**config.mk**
```make
export PLATFORM = sky130hd
export DESIGN_NAME = peribus_master
export DESIGN_NICKNAME = d
export VERILOG_FILES = /design/src/rtl/peribus_master.sv
export SDC_FILE = /design/constraint.sdc
export NUM_CORES = 1
export LEC_CHECK = 0
export CORE_ASPECT_RATIO = 1.1
export CORE_MARGIN = 2
export CORE_UTILIZATION = 35
export DETAILED_ROUTE_END_ITERATION = 10
export PLACE_DENSITY_LB_ADDON = 0.3
export SYNTH_ARGS = -nofsm -noshare
export SYNTH_HDL_FRONTEND = slang
export SYNTH_SLANG_ARGS = --single-unit
```
**constraint.sdc**
```tcl
create_clock -name clock -period 2.05 [get_ports clock]
set_clock_uncertainty 0.1 [all_clocks]
set_input_delay 0.41 -clock clock [delete_from_list [all_inputs] [get_ports clock]]
set_output_delay 0.41 -clock clock [all_outputs]
set_load 0.005 [all_outputs]
```
**src/rtl/peribus_master.sv**
```systemverilog
// peribus_master: CPU-to-Peribus bridge with a one-shot access FSM and registered
// interrupt summary (OR of lines plus lowest pending slot).
module peribus_master #(
  parameter logic [11:0] BASE_ADDR = 12'hFFF
) (
  input  logic        clock,
  input  logic        reset_n,
  input  logic        cpu_req,
  input  logic        cpu_we,
  input  logic [15:0] cpu_addr,
  input  logic [15:0] cpu_wdata,
  output logic        cpu_ready,
  output logic        cpu_err,
  output logic [15:0] cpu_rdata,
  output logic [1:0]  pb_addr,
  output logic [15:0] pb_write_data,
  output logic        pb_write_en,
  output logic        pb_read_en,
  output logic [3:0]  pb_chipselect,
  input  logic [63:0] pb_read_data,
  input  logic [3:0]  pb_irq,
  output logic        cpu_irq,
  output logic [1:0]  irq_id
);
  typedef enum logic [2:0] {IDLE, ACCESS, CAPTURE, DONE, ERR} state_t;
  state_t      r_state, w_next;
  logic        r_we;
  logic [3:0]  r_addr;
  logic [15:0] r_wdata, r_rdata;
  logic        r_irq;
  logic [1:0]  r_irq_id, w_irq_id;
  logic        w_match, w_accept;
  assign w_match  = cpu_addr[15:4] == BASE_ADDR;
  assign w_accept = r_state == IDLE && cpu_req;
  assign w_irq_id = pb_irq[0] ? 2'd0 : pb_irq[1] ? 2'd1 : pb_irq[2] ? 2'd2 : pb_irq[3] ? 2'd3 : 2'd0;
  always_ff @(posedge clock) begin
    if (!reset_n) begin
      r_state  <= IDLE;
      r_we     <= 1'b0;
      r_addr   <= 4'h0;
      r_wdata  <= 16'h0;
      r_rdata  <= 16'h0;
      r_irq    <= 1'b0;
      r_irq_id <= 2'd0;
    end else begin
      r_state  <= w_next;
      // Mismatched requests are not latched so pb_addr/pb_write_data keep the last real access.
      if (w_accept && w_match) begin
        r_we    <= cpu_we;
        r_addr  <= cpu_addr[3:0];
        r_wdata <= cpu_wdata;
      end
      if (r_state == CAPTURE) r_rdata <= pb_read_data[{r_addr[3:2], 4'b0000} +: 16];
      r_irq    <= |pb_irq;
      r_irq_id <= w_irq_id;
    end
  end
  always_comb begin
    w_next        = r_state;
    cpu_ready     = 1'b0;
    cpu_err       = 1'b0;
    pb_write_en   = 1'b0;
    pb_read_en    = 1'b0;
    pb_chipselect = 4'h0;
    case (r_state)
      IDLE:    w_next = cpu_req ? (w_match ? ACCESS : ERR) : IDLE;
      ACCESS: begin
        w_next        = r_we ? DONE : CAPTURE;
        pb_write_en   = r_we;
        pb_read_en    = !r_we;
        pb_chipselect = 4'b0001 << r_addr[3:2];
      end
      CAPTURE: w_next = DONE;
      DONE: begin
        w_next    = IDLE;
        cpu_ready = 1'b1;
      end
      default: begin
        w_next    = IDLE;
        cpu_ready = 1'b1;
        cpu_err   = 1'b1;
      end
    endcase
  end
  assign pb_addr       = r_addr[1:0];
  assign pb_write_data = r_wdata;
  assign cpu_rdata     = r_rdata;
  assign cpu_irq       = r_irq;
  assign irq_id        = r_irq_id;
endmodule

```
* Word level (Yosys, flattened, before mapping)
Cells that the tools add are included.
** Word-level totals
- Output and inout bits :: 45
- Register bits after elaboration :: 43
** Operators by class
- Bitwise gates (word level) :: 1
- Reduce and logical (&&, ||, !) cells :: 9
- Equal/unequal tests :: 4
- Shift-type cells :: 2
- Muxes and demuxes :: 12
** Operators with widths (count)
- $shiftx 64x7->16 :: 1
- $eq 12x12->1 const B :: 1
- $pmux 3 s3 :: 1
- $reduce_or 4->1 :: 2
- $eq 3x2->1 const B :: 2
- $mux 1 :: 6
- $mux 3 :: 2
- $reduce_or 3->1 :: 2
- $mux 2 :: 2
- $mux 4 :: 1
- $shl 1x2->4 const A :: 1
- $eq 3x1->1 const B :: 1
- $logic_not 3->1 :: 1
- $logic_and 1x1->1 :: 2
- $reduce_or 2->1 :: 1
- $logic_not 1->1 :: 1
- $not 1->1 :: 1

* Longest topological paths before layout
- Depth after elaboration :: 4
- Mapped depth :: 6
- Gate-level depth less buffers :: 3

* Worst setup path before layout
Ideal clock, no wire load.
- Path type :: register -> register
- Start point :: register r_state[0]
- End point :: register r_wdata[15] (netlist: pb_write_data[15])
- Setup time :: 72 ps
- Data arrival time :: 1588 ps
- Stages on the path, launching flop included :: 6
- Setup slack :: 291 ps
- Period minus slack after synthesis :: 1759 ps
- Cell sequence :: dfxtp_1 > buf_6 > or4b_4 > nor4_4 > buf_6 > mux2i_1
** Between the ends
- Longest elaborated chain between the ends :: 3
** RTL lines
- start: declaration :: line 26 : state_t r_state, w_next;
- start signal: assignment :: line 46 : r_state <= w_next;
- $logic_not 3->1 :: line 34 : assign w_accept = r_state == IDLE && cpu_req;
- $logic_and 1x1->1 :: line 34
- $logic_and 1x1->1 :: line 48 : if (w_accept && w_match) begin
- end signal: assignment :: line 51 : r_wdata <= cpu_wdata;
- end: declaration :: line 29 : logic [15:0] r_wdata, r_rdata;
No other way between the ends.
A chain may end at the register's enable or synchronous reset.

* Worst setup path in the final report
- Start point :: register r_state[2]
- End point :: output pb_chipselect[0]
** Between the ends
- Longest elaborated chain between the ends :: 2
** RTL lines
- $eq 3x1->1 :: line 65 : case (r_state)
- $mux 4 :: line 65
- end: declaration :: line 19 : output logic [3:0] pb_chipselect,
No other way between the ends.

==> results summary <==
The die height came out at 84.4 µm. The final sum of negative setup slack came out at 0 ns. The final worst-path setup slack came out at 0.115 ns. The fraction of final layout cells with drive strength greater than 1 is 0.118. The area of combinational cells with multiple inputs came out at 1100 µm². The HPWL reported at the end of detailed placement came out at 4880 µm. On the critical path, the stage with the largest delay is an instance of sky130_fd_sc_hd__or3b_1. The number of nets still failing antenna checks after routing is 0. The die covers 6500 µm².

In the layout the commonest cells are sky130_fd_sc_hd__clkdlybuf4s50_1, sky130_fd_sc_hd__nand2_1, sky130_fd_sc_hd__dfxtp_1. Using the TritonRoute via totals, the vias-per-cell ratio works out to 4.85. Walking the worst path, the cells encountered are or3b_1, nor3_1, dlygate4sd2_1. The number of global-route vias before repair came out at 2128. The worst setup path is captured at a primary output. The number of buffers on the longest clock path is 2. The flow ran to the end, and the final reports show no timing, DRC or antenna violations. The width of the die is 77.1 µm. Across all hold checks on the routed design, the worst slack comes to 0.361 ns.

The number of standard cells after synthesis is 191. TritonCTS built the clock tree. The family of cells with the greatest summed delay on the critical path is simple AND/OR/NAND/NOR gates. The growth of design area from synthesis to finish came out at 80.3%. The number of max-capacitance violations reported is 0. For this run, the post-layout net count is 442.

The first-pass GRT wire length is 10100 µm. The worst relative slew slack is 0.594. The number of buffers created by CTS came out at 5. The final instance area is 3700 µm².

Setup repair after global routing left no endpoint under its margin. In the finished design, the share of the clock period the worst path needs comes to 0.944. The Yosys warning count is 0. In this run, post-CTS hold repair placed 0 buffers. The number of setup buffers added after CTS is 0. A synthesized cell averages 10.8 µm². The sum of overflow across all layers after global routing is 0.

The worst setup timing slack at the placement stage came out at -0.141 ns. The arrival time at the worst endpoint came out at 1.42 ns. The weighted congestion reported at the end of routability-driven placement came out at 0.753. After synthesis, the netlist uses 27 different library cells.

The post-route minimum period came out at 1.93 ns. Across the VDD grid, the largest voltage drop is 0.334 mV. The number of antenna violations at the first check in global routing came out at 0. At the pin with the least slew margin, the transition time is 0.609 ns.

The tree built by TritonCTS fans out to 43 sinks. The share of the Yosys chip area taken by registers is 0.419. Dividing the detail-routed wire length by the instance count gives 15.0 µm. The kind of critical path is flip-flop to primary output.

The maximum number of pins on one net before global-route repair is 25. The endpoint required time on the critical path is 1.54 ns. The maximum clock frequency is 517 MHz.

149 I/O pins were placed. STA classifies the critical path startpoint as a flip-flop. The core footprint is 5730 µm².

The post-synthesis instance area is 2050 µm². For the worst-skew pair, the clock arrives at the later sink with an insertion delay of 0.29 ns. The filler cell count is 504.

The number of buffers and inverters on the critical path is 1. The flip-flop and latch count after synthesis is 43. After detailed routing, the number of remaining DRC violations is 0. The clock transition at the registers of the reported paths came out at 0.08 ns.

The total wire length after detailed routing came out at 6240 µm. Summed over all cells, the static leakage comes to 1.38 nW. The first-pass iteration count of the detailed router is 4.

The global-route total usage across every layer is 0.195. The H-tree was split into 2 levels. Total power for the finished layout comes to 1.64 mW. The library cell used most frequently in the layout, excluding fill and tap cells, is sky130_fd_sc_hd__clkdlybuf4s50_1. The starting utilization of the core area is 0.358. The type of the tightest min-delay check is flip-flop to flip-flop. The final setup violation count is 0. The number of inserted diodes came out at 0. The flip-flop and latch area came out at 866 µm². The post-place instance area is 3610 µm². The tree is rooted in a sky130_fd_sc_hd__clkbuf_8. Synthesis produced a netlist with a net count of 295. The via count came out at 2016.

The initialized floorplan defines 29 standard-cell rows. The number of slew-limit violations in the final report was 0. The number of DRC markers after the initial detailed-route iteration is 60.

The largest single stage delay on the critical path is 0.40 ns. The final number of hold-violating endpoints is 0. The maximum fanout along the worst path is 3. The power density of the placed cells is 444 nW/µm². The count of port buffers added during placement is 148.
-- layout make-up --
| class | instances | area share |
|---|---|---|
| sequential | 43 | 0.234 |
| inverter | 1 | 0.00101 |
| timing repair buffer | 159 | 0.420 |
| multi-input combinational | 128 | 0.296 |
| tap | 77 | 0.0260 |
| clock inverter | 2 | 0.00338 |
| clock buffer | 6 | 0.0196 |
-- logic make-up after synthesis --
| logic type | after synthesis | synth area share |
|---|---|---|
| AOI/OAI and AO/OA | 23 | 0.0932 |
| xor gates and xnor gates | 1 | 0.00426 |
| DFF | 43 | 0.419 |
| muxes | 37 | 0.278 |
| and+or+nand+nor | 67 | 0.153 |
| buffers and inverters | 20 | 0.0524 |
-- cell usage after synthesis --
cell / n / area [µm²]
sky130_fd_sc_hd__nand2_1: 44 / 165
sky130_fd_sc_hd__dfxtp_1: 43 / 861
sky130_fd_sc_hd__mux2i_1: 21 / 210
sky130_fd_sc_hd__a22o_1: 16 / 140
sky130_fd_sc_hd__mux4_2: 16 / 360
sky130_fd_sc_hd__clkbuf_1: 9 / 33.8
sky130_fd_sc_hd__nor2_1: 7 / 26.3
sky130_fd_sc_hd__buf_1: 3 / 11.3
sky130_fd_sc_hd__buf_6: 3 / 33.8
sky130_fd_sc_hd__nand4_1: 3 / 18.8
sky130_fd_sc_hd__nor3_1: 3 / 15.0
sky130_fd_sc_hd__a21o_1: 2 / 15.0
sky130_fd_sc_hd__a21oi_1: 2 / 10.0
sky130_fd_sc_hd__and3_1: 2 / 12.5
sky130_fd_sc_hd__buf_2: 2 / 10.0
sky130_fd_sc_hd__buf_4: 2 / 15.0
sky130_fd_sc_hd__nand2b_1: 2 / 12.5
sky130_fd_sc_hd__nor3b_1: 2 / 15.0
sky130_fd_sc_hd__a21boi_1: 1 / 7.51
sky130_fd_sc_hd__and2_1: 1 / 6.26
sky130_fd_sc_hd__inv_1: 1 / 3.75
sky130_fd_sc_hd__nor4_4: 1 / 21.3
sky130_fd_sc_hd__o21a_1: 1 / 7.51
sky130_fd_sc_hd__o41a_1: 1 / 11.3
sky130_fd_sc_hd__or3b_1: 1 / 8.76
sky130_fd_sc_hd__or4b_4: 1 / 13.8
sky130_fd_sc_hd__xnor2_1: 1 / 8.76
-- metrics by stage --
step / instances / util
detailed placement: 408 / 0.629
CTS: 416 / 0.645
finish: 416 / 0.646
global route: 416 / 0.646
floorplan: 191 / -
global placement: 408 / 0.629
-- power breakdown --
group	leakage, nW	switching (mW)	internal, mW
sequential	0.348	0.00205	0.837
combinational	0.992	0.0703	0.216
clock	0.0412	0.280	0.238
-- final timing paths --
check	start	to	slack (ns)	depth (start not counted)
worst max-delay path	r_state[2]$_SDFF_PN0_	pb_chipselect[0]	0.12	3
worst min-delay path	pb_write_data[11]$_SDFFE_PN0P_	pb_write_data[11]$_SDFFE_PN0P_	0.36	2
worst max register to register	r_state[2]$_SDFF_PN0_	r_we$_SDFFE_PN0P_	0.16	5
worst min register to register	pb_write_data[11]$_SDFFE_PN0P_	pb_write_data[11]$_SDFFE_PN0P_	0.36	2
-- repair_timing --
action / 4_1_cts / 5_1_grt
cloned: 0 / 0
pin swaps: 1 / 2
setup endpoints to repair: 6 / 1
gates resized for setup: 9 / 2
-- tightest hold or removal path, stage by stage, from the launching register on --
cell and delay [ns]:
sky130_fd_sc_hd__dfxtp_1 0.32, sky130_fd_sc_hd__nand2_1 0.05, sky130_fd_sc_hd__mux2i_1 0.05
-- state kept, by name, indices dropped and copies added (netlist names) --
register       count
cpu_irq            1
r_addr             4
r_we               1
r_state            3
irq_id             2
cpu_rdata         16
pb_write_data     16
-- metal layers --
| layer | vias to the layer above | wire [µm] | GRT usage |
|---|---|---|---|
| met5 | - | 0 | 0 |
| met4 | 0 | 39 | 0.0536 |
| met3 | 2 | 539 | 0.0667 |
| met2 | 92 | 3080 | 0.350 |
| met1 | 946 | 2580 | 0.221 |
| li1 | 976 | - | - |
Note: power is estimated with default switching activity, not from simulation.
